<file path="src/rtl/systolic_input_feeder_pkg.sv">
// Shared types and helpers for the systolic array input feeder.
// Imported by the feeder top module.
package systolic_input_feeder_pkg;

  typedef enum logic [2:0] {
    IDLE,
    WLOAD,
    STREAM,
    DRAIN,
    DONE
  } feeder_state_e;

  // Cycles needed after the last row enters lane 0 until its final column tag has fired.
  function automatic int drain_len(input int a_l, input int w_l);
    return a_l + w_l - 1;
  endfunction

endpackage

</file>
<file path="src/rtl/systolic_input_feeder_if.sv">
// Activation row stream into the systolic input feeder.
// A row transfers on a rising clock edge where s_valid and s_ready are both high; s_data and s_last
// are qualified by s_valid, s_ready never depends on s_valid, and s_last marks the final row of a tile.
interface systolic_input_feeder_if #(
  parameter int DATA_WIDTH = 32,
  parameter int ARRAY_A_L  = 4
);
  logic                  s_valid;
  logic                  s_ready;
  logic                  s_last;
  logic [DATA_WIDTH-1:0] s_data [0:ARRAY_A_L-1];

  modport master (output s_valid, output s_data, output s_last, input s_ready);
  modport slave  (input s_valid, input s_data, input s_last, output s_ready);
endinterface

</file>
<file path="src/rtl/systolic_input_feeder_skew_line.sv">
// Never-stalled, zero-reset shift register; DEPTH=0 degenerates to a wire.
// o_taps exposes the last NTAPS stages, oldest stage at the highest index.
module systolic_skew_line #(
  parameter int WIDTH = 1,
  parameter int DEPTH = 1,
  parameter int NTAPS = 1
) (
  input  logic             clk,
  input  logic             rst,
  input  logic [WIDTH-1:0] i_data,
  output logic [WIDTH-1:0] o_taps [NTAPS]
);

  if (DEPTH == 0) begin : g_wire
    for (genvar i = 0; i < NTAPS; i++) begin : g_tap
      assign o_taps[i] = i_data;
    end
  end else begin : g_reg
    logic [WIDTH-1:0] r_stage [DEPTH];

    always_ff @(posedge clk or posedge rst) begin
      if (rst) begin
        for (int i = 0; i < DEPTH; i++) r_stage[i] <= '0;
      end else begin
        r_stage[0] <= i_data;
        for (int i = 1; i < DEPTH; i++) r_stage[i] <= r_stage[i-1];
      end
    end

    // Stage i is i+1 cycles behind i_data.
    for (genvar i = 0; i < NTAPS; i++) begin : g_tap
      assign o_taps[i] = r_stage[DEPTH-NTAPS+i];
    end
  end

endmodule

</file>
<file path="src/rtl/systolic_input_feeder.sv">
// Transmit side of the systolic array: skews activation rows onto the array lanes and tags finished columns.
// Optional SYSTOLIC_FEEDER_PERF_EN adds row_cnt / bubble_cnt outputs.
module systolic_input_feeder
  import systolic_input_feeder_pkg::*;
#(
  parameter int DATA_WIDTH = 32,
  parameter int ARRAY_A_L  = 4,
  parameter int ARRAY_W_L  = 4
) (
  input  logic                  clk,
  input  logic                  rst,
  input  logic                  start,
  output logic                  busy,
  output logic                  done,
  systolic_input_feeder_if.slave s_if,
  output logic                  weights_load,
  output logic [DATA_WIDTH-1:0] input_data [0:ARRAY_A_L-1],
  output logic [ARRAY_A_L-1:0]  lane_valid,
  output logic [ARRAY_W_L-1:0]  result_valid,
  output feeder_state_e         o_dbg_state
`ifdef SYSTOLIC_FEEDER_PERF_EN
  ,
  output logic [31:0]           row_cnt,
  output logic [31:0]           bubble_cnt
`endif
);

  localparam int DRAIN_LEN = drain_len(ARRAY_A_L, ARRAY_W_L);
  localparam int CW        = $clog2(DRAIN_LEN + 1);

  feeder_state_e r_state;
  feeder_state_e w_next;
  logic [CW-1:0] r_drain_cnt;
  logic          w_hs;

  assign w_hs        = s_if.s_valid & s_if.s_ready;
  assign o_dbg_state = r_state;

  always_ff @(posedge clk or posedge rst) begin
    if (rst) r_state <= IDLE;
    else     r_state <= w_next;
  end

  always_comb begin
    w_next       = r_state;
    busy         = 1'b1;
    done         = 1'b0;
    weights_load = 1'b0;
    s_if.s_ready = 1'b0;
    case (r_state)
      IDLE: begin
        busy = 1'b0;
        if (start) w_next = WLOAD;
      end
      WLOAD: begin
        weights_load = 1'b1;
        w_next       = STREAM;
      end
      STREAM: begin
        s_if.s_ready = 1'b1;
        if (s_if.s_valid && s_if.s_last) w_next = DRAIN;
      end
      DRAIN: begin
        if (r_drain_cnt == '0) w_next = DONE;
      end
      DONE: begin
        done   = 1'b1;
        w_next = IDLE;
      end
      default: w_next = IDLE;
    endcase
  end

  always_ff @(posedge clk or posedge rst) begin
    if (rst) begin
      r_drain_cnt <= '0;
    end else if (r_state == STREAM && w_next == DRAIN) begin
      r_drain_cnt <= CW'(DRAIN_LEN);
    end else if (r_state == DRAIN && r_drain_cnt != '0) begin
      r_drain_cnt <= r_drain_cnt - 1'b1;
    end
  end

  // Lane j is one capture stage plus j skew stages; non-handshake cycles inject zero bubbles.
  for (genvar j = 0; j < ARRAY_A_L; j++) begin : g_lane
    logic [DATA_WIDTH-1:0] w_in_data;
    logic [DATA_WIDTH:0]   w_lane_tap [1];

    assign w_in_data = w_hs ? s_if.s_data[j] : {DATA_WIDTH{1'b0}};

    systolic_skew_line #(
      .WIDTH (DATA_WIDTH + 1),
      .DEPTH (j + 1),
      .NTAPS (1)
    ) u_lane (
      .clk    (clk),
      .rst    (rst),
      .i_data ({w_hs, w_in_data}),
      .o_taps (w_lane_tap)
    );

    assign input_data[j] = w_lane_tap[0][DATA_WIDTH-1:0];
    assign lane_valid[j] = w_lane_tap[0][DATA_WIDTH];
  end

  // Column t of the array finishes a row ARRAY_A_L+t cycles after its lane 0 element enters.
  logic [0:0] w_tag_tap [ARRAY_W_L];

  systolic_skew_line #(
    .WIDTH (1),
    .DEPTH (ARRAY_A_L + ARRAY_W_L - 1),
    .NTAPS (ARRAY_W_L)
  ) u_tag (
    .clk    (clk),
    .rst    (rst),
    .i_data (lane_valid[0:0]),
    .o_taps (w_tag_tap)
  );

  for (genvar t = 0; t < ARRAY_W_L; t++) begin : g_tag
    assign result_valid[t] = w_tag_tap[t][0];
  end

`ifdef SYSTOLIC_FEEDER_PERF_EN
  always_ff @(posedge clk or posedge rst) begin
    if (rst) begin
      row_cnt    <= '0;
      bubble_cnt <= '0;
    end else if (r_state == WLOAD) begin
      row_cnt    <= '0;
      bubble_cnt <= '0;
    end else if (r_state == STREAM) begin
      if (w_hs) row_cnt    <= row_cnt + 32'd1;
      else      bubble_cnt <= bubble_cnt + 32'd1;
    end
  end
`endif

endmodule
</file>
<file path="src/flat_wrapper.sv">
// flat-port wrapper written by rule: the top's interface ports become plain ports
module systolic_input_feeder_flat import systolic_input_feeder_pkg::*;
#(
  parameter int DATA_WIDTH = 32,
  parameter int ARRAY_A_L  = 4,
  parameter int ARRAY_W_L  = 4
)
  (clk, rst, start, busy, done, weights_load, input_data, lane_valid, result_valid, o_dbg_state, s_if_s_valid, s_if_s_data, s_if_s_last, s_if_s_ready);
  systolic_input_feeder_if #(.DATA_WIDTH(DATA_WIDTH), .ARRAY_A_L(ARRAY_A_L)) s_if_i ();
  input  logic clk;
  input  logic rst;
  input  logic start;
  output logic busy;
  output logic done;
  output logic weights_load;
  output logic [DATA_WIDTH-1:0] input_data[0:ARRAY_A_L-1];
  output logic [ARRAY_A_L-1:0] lane_valid;
  output logic [ARRAY_W_L-1:0] result_valid;
  output feeder_state_e o_dbg_state;
  input wire logic [$bits(s_if_i.s_valid)-1:0] s_if_s_valid;
  input wire logic [$bits(s_if_i.s_data)-1:0] s_if_s_data;
  input wire logic [$bits(s_if_i.s_last)-1:0] s_if_s_last;
  output wire logic [$bits(s_if_i.s_ready)-1:0] s_if_s_ready;
  assign s_if_i.s_valid = s_if_s_valid;
  assign s_if_i.s_data = {>>{s_if_s_data}};
  assign s_if_i.s_last = s_if_s_last;
  assign s_if_s_ready = s_if_i.s_ready;
  systolic_input_feeder #(.DATA_WIDTH(DATA_WIDTH), .ARRAY_A_L(ARRAY_A_L), .ARRAY_W_L(ARRAY_W_L)) u_core (.clk(clk), .rst(rst), .start(start), .busy(busy), .done(done), .s_if(s_if_i), .weights_load(weights_load), .input_data(input_data), .lane_valid(lane_valid), .result_valid(result_valid), .o_dbg_state(o_dbg_state));
endmodule
</file>
<file path="config.mk">
export PLATFORM = sky130hd
export DESIGN_NAME = systolic_input_feeder_flat
export DESIGN_NICKNAME = d
export VERILOG_FILES = /design/src/rtl/systolic_input_feeder_pkg.sv /design/src/rtl/systolic_input_feeder_if.sv /design/src/rtl/systolic_input_feeder_skew_line.sv /design/src/rtl/systolic_input_feeder.sv /design/src/flat_wrapper.sv
export SDC_FILE = /design/constraint.sdc
export NUM_CORES = 1
export LEC_CHECK = 0
export CORE_MARGIN = 4
export CORE_UTILIZATION = 30
export DETAILED_ROUTE_END_ITERATION = 8
export REMOVE_ABC_BUFFERS = 1
export SETUP_SLACK_MARGIN = 0.2
export SLEW_MARGIN = 20
export SYNTH_ARGS = -nofsm -noshare
export SYNTH_HDL_FRONTEND = slang
export SYNTH_SLANG_ARGS = --single-unit
</file>
<file path="constraint.sdc">
create_clock -name clk -period 13.6 [get_ports clk]
set_input_delay 4.08 -clock clk [delete_from_list [all_inputs] [get_ports clk]]
set_output_delay 4.08 -clock clk [all_outputs]
set_load 0.005 [all_outputs]
</file>
==> results.sh, run 1 <==
export IMPL_post_cts_buffers=0
export IMPL_antenna_found_initial=3
export IMPL_synthCells=605
export IMPL_ir_drop_mv=0.0822
export IMPL_critPathMaxFanout=107
export IMPL_clock_fmax_ghz=0.159
export IMPL_diodes=0
export IMPL_rsz0062_at_grt="no"
export IMPL_synth_area_um2=10200
export IMPL_grt_pass1_wl_mm=30.0
export IMPL_dieArea_um2=37100
export IMPL_synth_xor_area_share=0.000856
export IMPL_areaGrowthSynthToFinish_pct=36.3
export IMPL_power_density_nw_per_um2=183
export IMPL_overflow=0
export IMPL_ys_seq_area_frac=0.817
export IMPL_internal_power_mw=1.99
export IMPL_fin_tns_setup_ns=0
export IMPL_ys_warn_count=0
export IMPL_drtIter0Drc=129
export IMPL_mostFrequentLayoutCells="dfrtp_1 (334), clkdlybuf4s50_1 (275), and2_1 (128)"
export IMPL_synthMuxAreaShare=0
export IMPL_ant_nets=0
export IMPL_cp_start_kind="primary input"
export IMPL_vias=4798
export IMPL_grt_total_usage=0.105
export IMPL_worstPathRequired_ns=14.12
export IMPL_design_area_um2=13900
export IMPL_routabilityCongestion=0.733
export IMPL_final_common_cell="dfrtp_1"
export IMPL_fin_crit_sh=0.462
export IMPL_drv_slew=0
export IMPL_finalHoldViolCount=0
export IMPL_ys_ff_latch=334
export IMPL_routed_via_density=3.75
export IMPL_yosys_top_cells_area="dfrtp_1 (82%), and2_1 (7.8%), buf_4 (7.3%)"
export IMPL_port_buffers=275
export IMPL_synth_top_family_by_area="buffers and inverters"
export IMPL_yosys_area_top_type_share=0.817
export IMPL_grt_pass1_vias=5171
export IMPL_switching_share=0.222
export IMPL_hold_path_class="reg -> reg"
export IMPL_place_area_um2=12700
export IMPL_initial_core_util=0.304
export IMPL_min_period_ns=6.29
export IMPL_wire_per_inst_um=15.3
export IMPL_power_switching_mw=0.567
export IMPL_max_clock_path_buffers=3
export IMPL_syn_avg_cell_area_um2=16.9
export IMPL_synth_simple_area_share=0.0877
export IMPL_end_kind="asynchronous set/reset pin"
export IMPL_yosysTopAreaCell="dfrtp_1"
export IMPL_clk_pin_slew_ns=0.06
export IMPL_ios=276
export IMPL_fin_skew_ns=0.0111
export IMPL_worst_pin_slew_ns=0.898
export IMPL_synth_adder_area_share=0.00245
export IMPL_slew_headroom=0.401
export IMPL_die_w_um=193
export IMPL_drive_gt1_frac=0.0781
export IMPL_fin_nets=942
export IMPL_outcome="completed"
export IMPL_seqPwrFrac=0.474
export IMPL_fillCellCount=3061
export IMPL_cts_resized_gates=0
export IMPL_synth_compound_area_frac=0.00281
export IMPL_setup_violations=0
export IMPL_maxCapViolations=0
export IMPL_coreArea_um2=33600
export IMPL_drc=0
export IMPL_rows=67
export IMPL_synth_cell_types=21
export IMPL_cts_tree="built"
export IMPL_grt_max_degree=108
export IMPL_hpwl_mm=13.1
export IMPL_ctsHoldBuffers=0
export IMPL_die_h_um=193
export IMPL_h_tree_depth=2
export IMPL_ctsRootBufferMaster="clkbuf_16"
export IMPL_combinationalPowerShare=0.133
export IMPL_cts_buffers=37
export IMPL_drt_first_pass_iters=3
export IMPL_routed_wl_mm=19.6
export IMPL_cp_arrival_ns=6.80
export IMPL_path_class="in -> async"
export IMPL_power_leakage_nw=6.67
export IMPL_cts_sinks=334
export IMPL_power_frac_clock=0.393
export IMPL_insertion_delay_ns=0.50
cell type report:
cell class / instances / area, µm² / area share
Clock inverter: 15 / 199 / 0.0143
Clock buffer: 49 / 1050 / 0.0755
Inverter: 5 / 26.3 / 0.00188
Sequential cell: 334 / 8360 / 0.599
Timing Repair Buffer: 279 / 2790 / 0.200
Tap cell: 448 / 561 / 0.0402
Multi-Input combinational cell: 150 / 963 / 0.0691
sequential cells by signal, summed over array words and instances, names as in the netlist:
| register | cells |
|---|---|
| u_core.r_drain_cnt | 3 |
| u_core.g_lane.u_lane.g_reg.r_stage | 192 |
| u_core.g_lane.u_lane.o_taps | 132 |
| u_core.u_tag.o_taps | 4 |
| u_core.o_dbg_state | 3 |
logic make-up after synthesis:
family | count (synthesis)
xor+xnor | 1
buf+inv | 121
flops | 334
simple gates | 143
compound gates | 4
fa+ha+maj | 2
power groups by stage:
| stage | clock network, mW | registers, mW | logic, mW |
|---|---|---|---|
| floorplan | 0 | 1.23 | 0.0997 |
| global placement | 0 | 1.22 | 0.347 |
| detailed placement | 0 | 1.23 | 0.351 |
| CTS | 1.04 | 1.21 | 0.354 |
| global route | 1.09 | 1.23 | 0.378 |
| finish | 1.00 | 1.21 | 0.340 |
per-layer routing:
| layer | wire, µm | GRT usage | vias to the layer above |
|---|---|---|---|
| met5 | 34 | 0 | - |
| met4 | 482 | 0.0324 | 6 |
| met3 | 2210 | 0.0516 | 44 |
| met2 | 9420 | 0.169 | 188 |
| met1 | 7480 | 0.126 | 2402 |
| li1 | - | - | 2158 |
synth_stat cells:
| cell type | instances |
|---|---|
| nor2_1 | 1 |
| inv_1 | 5 |
| o211ai_1 | 2 |
| nand3_1 | 1 |
| nand2b_1 | 1 |
| a221oi_1 | 1 |
| nand4bb_1 | 1 |
| nor3b_1 | 3 |
| or3_1 | 1 |
| a21oi_1 | 1 |
| clkbuf_1 | 2 |
| and2_1 | 128 |
| xnor2_1 | 1 |
| buf_2 | 3 |
| ha_1 | 2 |
| buf_6 | 11 |
| and4bb_1 | 1 |
| buf_4 | 100 |
| and4b_1 | 1 |
| nand2_1 | 5 |
| dfrtp_1 | 334 |
per-stage QoR:
| stage | utilization | power [mW] | hold slack, ns | setup slack [ns] | instances |
|---|---|---|---|---|---|
| finish | 0.415 | 2.55 | 0.341 | 7.31 | 1280 |
| global route | 0.415 | 2.69 | 0.345 | 6.77 | 1280 |
| CTS | 0.415 | 2.61 | 0.341 | 7.07 | 1280 |
| detailed placement | 0.378 | 1.58 | 0.335 | 6.53 | 1216 |
| global placement | 0.378 | 1.57 | 0.331 | 6.58 | 1216 |
| floorplan | - | 1.33 | 0.331 | 0.267 | 489 |
worst max-delay path, cell delays in order:
cell             delay (ns)
clkdlybuf4s50_1        0.50
inv_8                  0.54
buf_4                  0.80
buf_4                  0.81
final timing paths:
check	to	slack, ns	start	cells past startpoint
worst max-delay path	u_core.g_lane[3].u_lane.g_reg.r_stage[84]	7.31	rst	4
worst min-delay path	u_core.g_lane[2].u_lane.o_taps[21]	0.34	u_core.g_lane[2].u_lane.g_reg.r_stage[54]	0
min in group asynchronous	u_core.g_lane[0].u_lane.o_taps[29]	4.13	rst	2
worst min register to register	u_core.g_lane[2].u_lane.o_taps[21]	0.34	u_core.g_lane[2].u_lane.g_reg.r_stage[54]	0
worst max register to register	u_core.r_drain_cnt[2]	11.26	u_core.o_dbg_state[0]	4
max in group clk	weights_load	7.68	u_core.o_dbg_state[0]	2
Power figures use the tool's default switching activity.
==> inputs of run 2 (changes only) <==
clock period = 6.34 ns   (was 13.6 ns; I/O delays follow)
==> run 2 against run 1 <==
  * Sequential power up 110%
  * Non-clock buffer count unchanged
  * Clock skew up 0.00094 ns
  * Highest routed layer unchanged
==> results.sh, run 2 (same netlist as run 1, synthesis figures left out) <==
export IMPL_die_w_um=193
export IMPL_place_area_um2=12700
export IMPL_critPathMaxFanout=10
export IMPL_clock_fmax_ghz=0.266
export IMPL_grt_max_degree=144
export IMPL_antenna_found_initial=5
export IMPL_cts_sinks=334
export IMPL_wire_per_inst_um=15.3
export IMPL_cts_tree="built"
export IMPL_drive_gt1_frac=0.0790
export IMPL_dieArea_um2=37100
export IMPL_dp_slack_ns=2.22
export IMPL_wl_met3_mm=2.11
export IMPL_cts_resized_gates=0
export IMPL_largest_register_ffs=192
export IMPL_cts_buffers=37
export IMPL_port_buffers=275
export IMPL_worst_slack_ns=2.58
export IMPL_route_met2_wl_mm=9.60
export IMPL_hpwl_mm=13.1
export IMPL_areaGrowthSynthToFinish_pct=37.0
export IMPL_switching_share=0.220
export IMPL_coreArea_um2=33600
export IMPL_ir_drop_mv=0.209
export IMPL_cp_num_buf_inv=1
export IMPL_rows=67
export IMPL_rsz0062_at_grt="no"
export IMPL_power_frac_clock=0.399
export IMPL_ios=276
export IMPL_grt_total_usage=0.106
export IMPL_initial_core_util=0.304
export IMPL_die_h_um=193
export IMPL_maxCapViolations=0
export IMPL_path_class="reg -> out"
export IMPL_cp_arrival_ns=1.85
export IMPL_drt_first_pass_iters=4
export IMPL_setup_violations=0
export IMPL_drv_slew=0
export IMPL_min_period_ns=3.76
export IMPL_ctsRootBufferMaster="clkbuf_16"
export IMPL_critPathSlowestCell="clkdlybuf4s50_1"
export IMPL_cp_top_family="buffers and inverters"
export IMPL_vias=4789
export IMPL_combinationalPowerShare=0.132
export IMPL_drc=0
export IMPL_cp_start_kind="flip-flop"
export IMPL_seqPwrFrac=0.470
export IMPL_timing_hold_ws_ns=0.341
export IMPL_end_kind="output port"
export IMPL_critical_path_max_stage_delay_ns=0.56
export IMPL_fillCellCount=3034
export IMPL_outcome="completed"
export IMPL_top_register="u_core.g_lane.u_lane.g_reg.r_stage"
export IMPL_drtIter0Drc=150
export IMPL_final_common_cell="dfrtp_1"
export IMPL_drt_met1_wl_mm=7.48
export IMPL_overflow=0
export IMPL_routed_via_density=3.73
export IMPL_design_area_um2=14000
export IMPL_cp_cell_sequence="nor3b_1 > clkdlybuf4s50_1"
export IMPL_grt_pass1_wl_mm=29.9
export IMPL_worstPathRequired_ns=4.44
export IMPL_internal_power_mw=4.31
export IMPL_power_density_nw_per_um2=394
export IMPL_ctsHoldBuffers=0
export IMPL_routed_wl_mm=19.6
export IMPL_power_switching_mw=1.21
export IMPL_worst_pin_slew_ns=0.766
export IMPL_insertion_delay_ns=0.51
export IMPL_post_cts_buffers=0
export IMPL_finalHoldViolCount=0
export IMPL_h_tree_depth=2
export IMPL_fin_crit_sh=0.592
export IMPL_mostFrequentLayoutCells="dfrtp_1 (334), clkdlybuf4s50_1 (275), and2_1 (128)"
export IMPL_fin_nets=942
export IMPL_routed_top_layer="met5"
export IMPL_hold_path_class="reg -> reg"
export IMPL_dpl_cell_count=1216
export IMPL_fin_skew_ns=0.0120
export IMPL_slew_headroom=0.489
export IMPL_ant_nets=0
export IMPL_routabilityCongestion=0.741
export IMPL_clk_pin_slew_ns=0.06
export IMPL_final_cell_count_no_fill=1284
export IMPL_grt_pass1_vias=5225
export IMPL_max_clock_path_buffers=3
export IMPL_power_leakage_nw=6.70
## run 2: cell count changes in the layout (fill, tap and decap cells not counted)
cell,before,now
inv_8,1,0
clkbuf_1,5,7
clkbuf_8,6,8
buf_12,0,2
clkinv_2,6,4
diode_2,0,1
inv_6,1,2
buf_6,1,0
clkbuf_16,38,39
buf_4,3,2
## run 2: cell type report
type,count,area [µm²],share of cell area
antenna,1,2.50,0.000179
clock buffer,54,1110,0.0794
clock inverter,13,181,0.0129
inverter,5,31.3,0.00223
multi-input combinational,150,963,0.0687
sequential,334,8360,0.596
tap,448,561,0.0400
timing repair buffer,279,2810,0.200
## run 2: worst reg2reg max path, stage by stage, from the launching register on
cell	delay [ns]
dfrtp_1	0.47
and4bb_4	0.86
buf_4	0.56
and2_1	0.24
## run 2: metal layers
layer  up-vias  GRT usage
li1       2166          -
met2       189      0.170
met5         -          0
met3        34     0.0508
met1      2392      0.122
met4         8     0.0400
## run 2: final timing paths
kind                                                                  from                                   endpoint  slack, ns  cells after the start
worst max-delay path                                 u_core.o_dbg_state[0]                               weights_load       2.58                      2
worst min-delay path            u_core.g_lane[3].u_lane.g_reg.r_stage[112]  u_core.g_lane[3].u_lane.g_reg.r_stage[79]       0.34                      0
worst max register to register                       u_core.o_dbg_state[0]         u_core.g_lane[0].u_lane.o_taps[23]       4.14                      3
worst min register to register  u_core.g_lane[3].u_lane.g_reg.r_stage[112]  u_core.g_lane[3].u_lane.g_reg.r_stage[79]       0.34                      0
max in group asynchronous                                              rst         u_core.g_lane[3].u_lane.o_taps[14]       3.42                      3
min in group asynchronous                                              rst  u_core.g_lane[1].u_lane.g_reg.r_stage[57]       1.92                      2
## run 2: stage by stage
| stage | utilization | setup TNS [ns] | power [mW] |
|---|---|---|---|
| global route | 0.417 | 0 | 5.83 |
| CTS | 0.417 | 0 | 5.66 |
| floorplan | - | -1608.27 | 2.85 |
| detailed placement | 0.378 | 0 | 3.39 |
| finish | 0.417 | 0 | 5.53 |
| global placement | 0.378 | 0 | 3.36 |
## run 2: power groups by stage
stage          Sequential, mW  Clock [mW]  Combinational [mW]
2_1_floorplan            2.63           0               0.214
3_3_place_gp             2.62           0               0.740
3_5_place_dp             2.64           0               0.754
4_1_cts                  2.60        2.30               0.757
5_1_grt                  2.63        2.39               0.808
6_report                 2.60        2.20               0.728
